--- src/rtl/mem_dma.sv ---
// mem_dma: single-channel word-copy engine that moves 16-bit words over a shared memory bus.
// Defining MEM_DMA_FILL_EN adds fillMode/fillData so a transfer can write a constant pattern instead.
module mem_dma #(
    parameter int LEN_W = 16
) (
    input  logic             clk,
    input  logic             rst,
    input  logic             start,
    input  logic             abort,
    input  logic [31:0]      srcAddr,
    input  logic [31:0]      dstAddr,
    input  logic [LEN_W-1:0] len,
`ifdef MEM_DMA_FILL_EN
    input  logic             fillMode,
    input  logic [15:0]      fillData,
`endif
    output logic             busy,
    output logic             done,
    output logic [LEN_W-1:0] remaining,
    output logic [31:0]      addr,
    output logic [15:0]      write,
    output logic             we,
    output logic             re,
    input  logic [15:0]      read,
    input  logic             ready,
    output logic [2:0]       fsm_state
);

    // Bus handshake: a re or we request is presented with addr and held unchanged until the
    // clk edge where ready=1 completes the beat; read data is valid one cycle after the read request.

    typedef enum logic [2:0] {
        IDLE    = 3'd0,
        RD_ADDR = 3'd1,
        RD_DATA = 3'd2,
        WR      = 3'd3,
        FIN     = 3'd4
    } state_t;

    state_t           state, state_next;
    logic [31:0]      src, dst;
    logic [15:0]      buffer;
    logic             abort_seen;
    logic             fill_q;
    logic             fill_in;
    logic [15:0]      fill_data_in;
    logic [LEN_W-1:0] rem_dec;
    logic             accept;

    assign accept    = (state == IDLE) && start;
    assign rem_dec   = remaining - LEN_W'(1);
    assign fsm_state = state;

`ifdef MEM_DMA_FILL_EN
    assign fill_in      = fillMode;
    assign fill_data_in = fillData;

    always_ff @(posedge clk) begin
        if (rst) begin
            fill_q <= 1'b0;
        end else if (accept) begin
            fill_q <= fillMode;
        end
    end
`else
    assign fill_in      = 1'b0;
    assign fill_data_in = 16'h0000;
    assign fill_q       = 1'b0;
`endif

    always_ff @(posedge clk) begin
        if (rst) begin
            state <= IDLE;
        end else begin
            state <= state_next;
        end
    end

    always_comb begin
        state_next = state;
        busy       = (state != IDLE);
        done       = 1'b0;
        re         = 1'b0;
        we         = 1'b0;
        addr       = 32'h0000_0000;
        write      = 16'h0000;
        case (state)
            IDLE: begin
                if (start) begin
                    if (len == '0) begin
                        state_next = FIN;
                    end else if (fill_in) begin
                        state_next = WR;
                    end else begin
                        state_next = RD_ADDR;
                    end
                end
            end
            RD_ADDR: begin
                re   = 1'b1;
                addr = src;
                if (ready) begin
                    state_next = RD_DATA;
                end
            end
            RD_DATA: begin
                re         = 1'b1;
                addr       = src;
                state_next = WR;
            end
            WR: begin
                we    = 1'b1;
                addr  = dst;
                write = buffer;
                if (ready) begin
                    // An abort arriving on the final beat itself still ends the transfer here.
                    if ((rem_dec == '0) || abort_seen || abort) begin
                        state_next = FIN;
                    end else if (fill_q) begin
                        state_next = WR;
                    end else begin
                        state_next = RD_ADDR;
                    end
                end
            end
            FIN: begin
                done       = 1'b1;
                state_next = IDLE;
            end
            default: state_next = IDLE;
        endcase
    end

    always_ff @(posedge clk) begin
        if (rst) begin
            src        <= 32'h0000_0000;
            dst        <= 32'h0000_0000;
            remaining  <= '0;
            buffer     <= 16'h0000;
            abort_seen <= 1'b0;
        end else begin
            if (accept) begin
                src        <= srcAddr;
                dst        <= dstAddr;
                remaining  <= len;
                abort_seen <= 1'b0;
                if (fill_in) begin
                    buffer <= fill_data_in;
                end
            end else if (state != IDLE && abort) begin
                abort_seen <= 1'b1;
            end
            if (state == RD_DATA) begin
                buffer <= read;
            end
            if (state == WR && ready) begin
                src       <= src + 32'd1;
                dst       <= dst + 32'd1;
                remaining <= rem_dec;
            end
        end
    end

endmodule

--- config.mk ---
export PLATFORM = sky130hd
export DESIGN_NAME = mem_dma
export DESIGN_NICKNAME = d
export VERILOG_FILES = /design/src/rtl/mem_dma.sv
export SDC_FILE = /design/constraint.sdc
export NUM_CORES = 1
export LEC_CHECK = 0
export BUFFER_PORTS_ARGS = -buffer_cell sky130_fd_sc_hd__buf_2
export CAP_MARGIN = 20
export CORE_ASPECT_RATIO = 0.8
export CORE_MARGIN = 4
export CORE_UTILIZATION = 40
export CTS_BUF_LIST = sky130_fd_sc_hd__clkbuf_16
export DETAILED_ROUTE_END_ITERATION = 6
export GPL_TIMING_DRIVEN = 0
export SYNTH_ARGS = -nofsm -noshare
export SYNTH_HDL_FRONTEND = slang
export SYNTH_SLANG_ARGS = --single-unit
--- constraint.sdc ---
create_clock -name clk -period 5.5 [get_ports clk]
set_input_delay 1.1 -clock clk [delete_from_list [all_inputs] [get_ports clk]]
set_output_delay 1.1 -clock clk [all_outputs]
set_load 0.005 [all_outputs]
## Word-level counts from Yosys, hierarchy flattened

Index checks and enable logic that the tools add are counted.

- Reductions and logical operators: 13
- Add/sub/neg operators: 3
- Equality and inequality tests: 7
- Muxes and demuxes: 17

Operators with widths:

| cell | count |
|---|---|
| $mux W32 | 4 |
| $add A32 B1 Y32 const B | 2 |
| $pmux W32 S2 | 1 |
| $mux W16 | 3 |
| $logic_not A16 Y1 | 2 |
| $sub A16 B1 Y16 const B | 1 |
| $mux W3 | 5 |
| $pmux W3 S4 | 1 |
| $eq A3 B2 Y1 const B | 2 |
| $ne A2 B2 Y1 const B | 3 |
| $reduce_or A2 Y1 | 2 |
| $eq A3 B1 Y1 const B | 1 |
| $eq A3 B3 Y1 const B | 1 |
| $logic_and A1 B1 Y1 | 3 |
| $logic_not A3 Y1 | 1 |
| $mux W1 | 3 |
| $reduce_and A3 Y1 | 1 |
| $reduce_bool A3 Y1 | 1 |
| $logic_or A1 B1 Y1 | 2 |
| $reduce_bool A2 Y1 | 1 |

- Input bits: 101
- Word-level logic and storage cells: 46
- Register bits after elaboration: 100
- Output and inout port bits: 71

## Longest topological paths before layout

- Depth in word-level cells: 7
- Mapped depth: 8
- Gate-level depth less buffers: 7

## Worst setup path before layout

Ideal clock, no wire load.

- Path kind: register to output
- From: register state[1] (netlist: fsm_state[1])
- To: output addr[11]
- Data required time: 4.400 ns
- Setup slack: 2.971 ns
- Arrival time: 1.429 ns
- Cell stages (with the launch flop): 6
- Path buffers: 2
- Path through: dfxtp_1 > buf_2 > xnor2_1 > nor2_1 > clkbuf_1 > a22o_1

- Cells in the longest elaborated chain, start to end: 3
- Elaborated cells between the ends (all ways): 5
- Classes of those cells: 3 x eq/ne; 1 x mux; 1 x reduce/logical

RTL lines:

| item | line | text |
|---|---|---|
| from (decl) | 40 | `state_t state, state_next;` |
| from (signal assigned) | 75 | `state <= state_next;` |
| $eq A3 B2 Y1 / $eq A3 B1 Y1 (equally long branches) | 87 | `case (state)` |
| $reduce_or A2 Y1 (no source line) | n/a |  |
| $pmux W32 S2 (*) | 87 |  |
| to (decl) | 20 | `output logic [31:0] addr,` |

Mark *: on every way between the ends. The rest lies on a longest branch, timed or not.

## Worst setup path after layout

- From: register state[1] (netlist: fsm_state[1])
- To: output addr[6]

Same word-level chain as after synthesis.

==> impl_results.md <==
- Post-Route Utilization: 50.9%
- Clk sink count: 100
- Minimum clock period: between 3 and 4 ns
- TritonCTS clock tree: yes
- Final WL: roughly 24000 µm
- Cts bufs inserted: 9
- Run status: completed
- Fin crit share: 65.4%
- Area Growth Syn to Fin: 23.2%
- Hpwl dp: between 15000 and 20000 µm
- Hold depth: 2
- Internal power: 1.26 mW
- Die X: 144 µm
- Worst Path Max Fanout: 10
- Number of synthesized register bits: 100
- Post-Synth Adder-Cell Area: less than 1%
- Clock Latency Late Sink: about 0.37 ns
- ANT nets after route: 0
- Vias in the first global route: 6291
- Die Height: 117 µm
- Clock power share: 33.8%
- DR pass1 iterations: 5
- Setup TNS: 0 ns
- Ratio of cells with drive above 1 in the final layout: 23.7%
- Via count: approximately 6.9k
- RD Place Congestion: 0.933
- DR iter-0 viols: 693
- Root Buffer Master: clkbuf_16
- Critical Path RT: 4.40 ns
- Switching share of power: 35.0%
- Dominant cells by area after synthesis: dfxtp_1 (34%), nand2_1 (7.5%), a21oi_1 (5.0%)
- Post-Syn Nets: 876
- Hold buffer count at CTS: 0
- Leak: roughly 2.9 nW
- Final setup viols: 0
- Endpoints failing hold: 0
- XOR/XNOR share of the synthesized area: about 1.5%
- Buffers on Ports: 171
- Avg Synthesized Cell Area: 7.71 µm²
- Least-Margin Pin Slew: 0.867 ns
- Die ar.: 0.0169 mm²
- Rel. slew slack: between 40% and 50%
- Sw power: 0.682 mW
- Core Region: 0.0144 mm²
- RSZ-0062 raised after global routing: false
- Clk slew on worst S/H paths: 0.08 ns
- I/O pin total: 172
- Yosys cell types: 74
- Synthesized area: 0.00594 mm²
- GR Util All Layers: between 20% and 30%
- Comb pwr share: 22.1%
- Initial antenna violation count: 0
- Maxcap violations: 0
- Crit path capture type: primary output
- # Post-CTS Setup Buffers: 0
- Compound-Gate Fraction of Synth Area: between 20% and 30%
- H-tree depth: 3
- Startpoint Class: register
- Seq/Total Area, Yosys: 33.7%
- Simple-Gate Fraction of Synth Area: 31.4%
- Final Max Tran Viols: 0
- Predominant post-synthesis flop cell: dfxtp_1
- Reg2Reg Depth: 6
- First-pass GRT wire length: 36400 µm
- Clock Tree Buf Depth: 2
- Warnings from Yosys: 0
- Clock Skew: 0.00826 ns
- Largest family of logic cells by synthesized area: simple AND/OR/NAND/NOR gates
- Yosys top cell area share: about a third
- Vias/cell: about 6.0
- Async SR Flop Fraction: 0%
- Gate count after technology mapping: 771
- P per Cell Area: 266 mW/mm²
- Mux contribution to synthesized area: 1.79%
- # rows: 39
- Pin count of the biggest net entering global routing: 20
- WS Path Type: register to primary output
- Hold crit path type: register to register
- Worst endpoint data arrival time: 2.50 ns
- Reg power frac: 44.0%
- Starting Density: 41.3%
- Routed len/inst: 21.3 µm
- PostCTS Resize Cnt: 0
- Max Clk Rate: 278 MHz
- Largest area contributor in the netlist: dfxtp_1
- Nets: 1058
- Global route overflow: 0
- Peak supply drop: roughly 0.00015 V
- Post-synth EDFFs: 0
- Diode count: 0
- Drt drc: 0
-- flip-flops by register name (all words and copies together) (netlist names) --
signal      cells
dst            32
src            32
fsm_state       3
remaining      16
buffer         16
abort_seen      1
-- through the flow --
step | hold WS, ns | power, mW | instances | setup WS [ns] | cell area (µm²)
after detailed placement | 0.442 | 1.29 | 1126 | 2.14 | 7030
after CTS | 0.453 | 1.93 | 1142 | 1.94 | 7320
after floorplan | 0.432 | 1.10 | 771 | 2.97 | 5940
final | 0.452 | 1.94 | 1142 | 1.90 | 7320
after global placement | 0.439 | 1.29 | 1126 | 2.14 | 7030
after global routing | 0.466 | 2.02 | 1142 | 1.77 | 7320
-- layout make-up --
type	instances	area, µm²
Timing Repair Buffer	171	856
Buffer	57	241
Fill cell	1485	7070
Inverter	14	52.6
Clock inverter	7	67.6
Sequential cell	100	2000
Multi-Input combinational cell	600	3650
Tap cell	184	230
Clock buffer	9	225
-- kinds of logic after synthesis --
group           after synthesis
simple gates                352
buf+inv                      71
xor+xnor                     10
mux                          10
fa+ha+maj                     4
flops                       100
compound gates              224
-- cell usage after synthesis, drive strengths merged (19+ instances only) --
master and count:
or3 21, nand4 19, a22o 32, nor3 29, buf 20, nand3 35
nand2 118, a21oi 59, o21ai 22, dfxtp 100, nor2 48, and2 21
clkbuf 37, a31oi 28
-- metal layers --
layer	share of wire [%]	global-route usage, %	vias up
li1	-	-	3261
met1	44	41.5	3157
met2	42	41.7	398
met3	12	7.80	35
met4	1.6	6.28	0
met5	0	0	-
-- critical path, cell delays in order (launching register included) --
cell,delay [ns]
dfxtp_1,0.45
buf_2,0.28
xnor2_1,0.10
nor2_1,0.43
clkbuf_1,0.49
a22o_1,0.25
buf_2,0.12
-- layout by cell type, fill, tap and decap left out, types with 5 or more instances in the layout --
| cell | count |
|---|---|
| a21oi_1 | 59 |
| buf_2 | 183 |
| or2_2 | 6 |
| clkbuf_16 | 9 |
| buf_1 | 6 |
| nand2_1 | 118 |
| a2bb2oi_1 | 5 |
| or3_1 | 21 |
| nand4_1 | 16 |
| a22o_1 | 32 |
| a311oi_1 | 5 |
| o211ai_1 | 18 |
| and3_1 | 17 |
| xnor2_1 | 6 |
| dfxtp_1 | 100 |
| o21ai_0 | 21 |
| nor2_1 | 48 |
| mux2i_1 | 5 |
| o22ai_1 | 7 |
| inv_1 | 13 |
| clkbuf_1 | 36 |
| and2_1 | 21 |
| nand3_1 | 35 |
| a31oi_1 | 28 |
| o311ai_0 | 5 |
| nor4_1 | 8 |
| nor3_1 | 25 |
| a221oi_1 | 5 |
| a22oi_1 | 10 |
-- path summary, 6_finish.rpt --
check / slack [ns] / to / start
setup / recovery: 1.90 / addr[6] / fsm_state[1]$_SDFFE_PP0P_
hold / removal: 0.45 / buffer[11]$_SDFFE_PP0N_ / buffer[11]$_SDFFE_PP0N_
setup reg to reg: 2.66 / dst[22]$_SDFFE_PP0P_ / fsm_state[1]$_SDFFE_PP0P_
hold reg to reg: 0.45 / buffer[11]$_SDFFE_PP0N_ / buffer[11]$_SDFFE_PP0N_
-- power groups by stage --
stage               clock, mW  combinational [mW]  sequential, mW
floorplan                   0               0.252           0.846
global placement            0               0.421           0.869
detailed placement          0               0.422           0.869
CTS                     0.657               0.423           0.853
global route            0.683               0.468           0.865
finish                  0.658               0.431           0.857
Note: power is estimated with default switching activity, not from simulation.
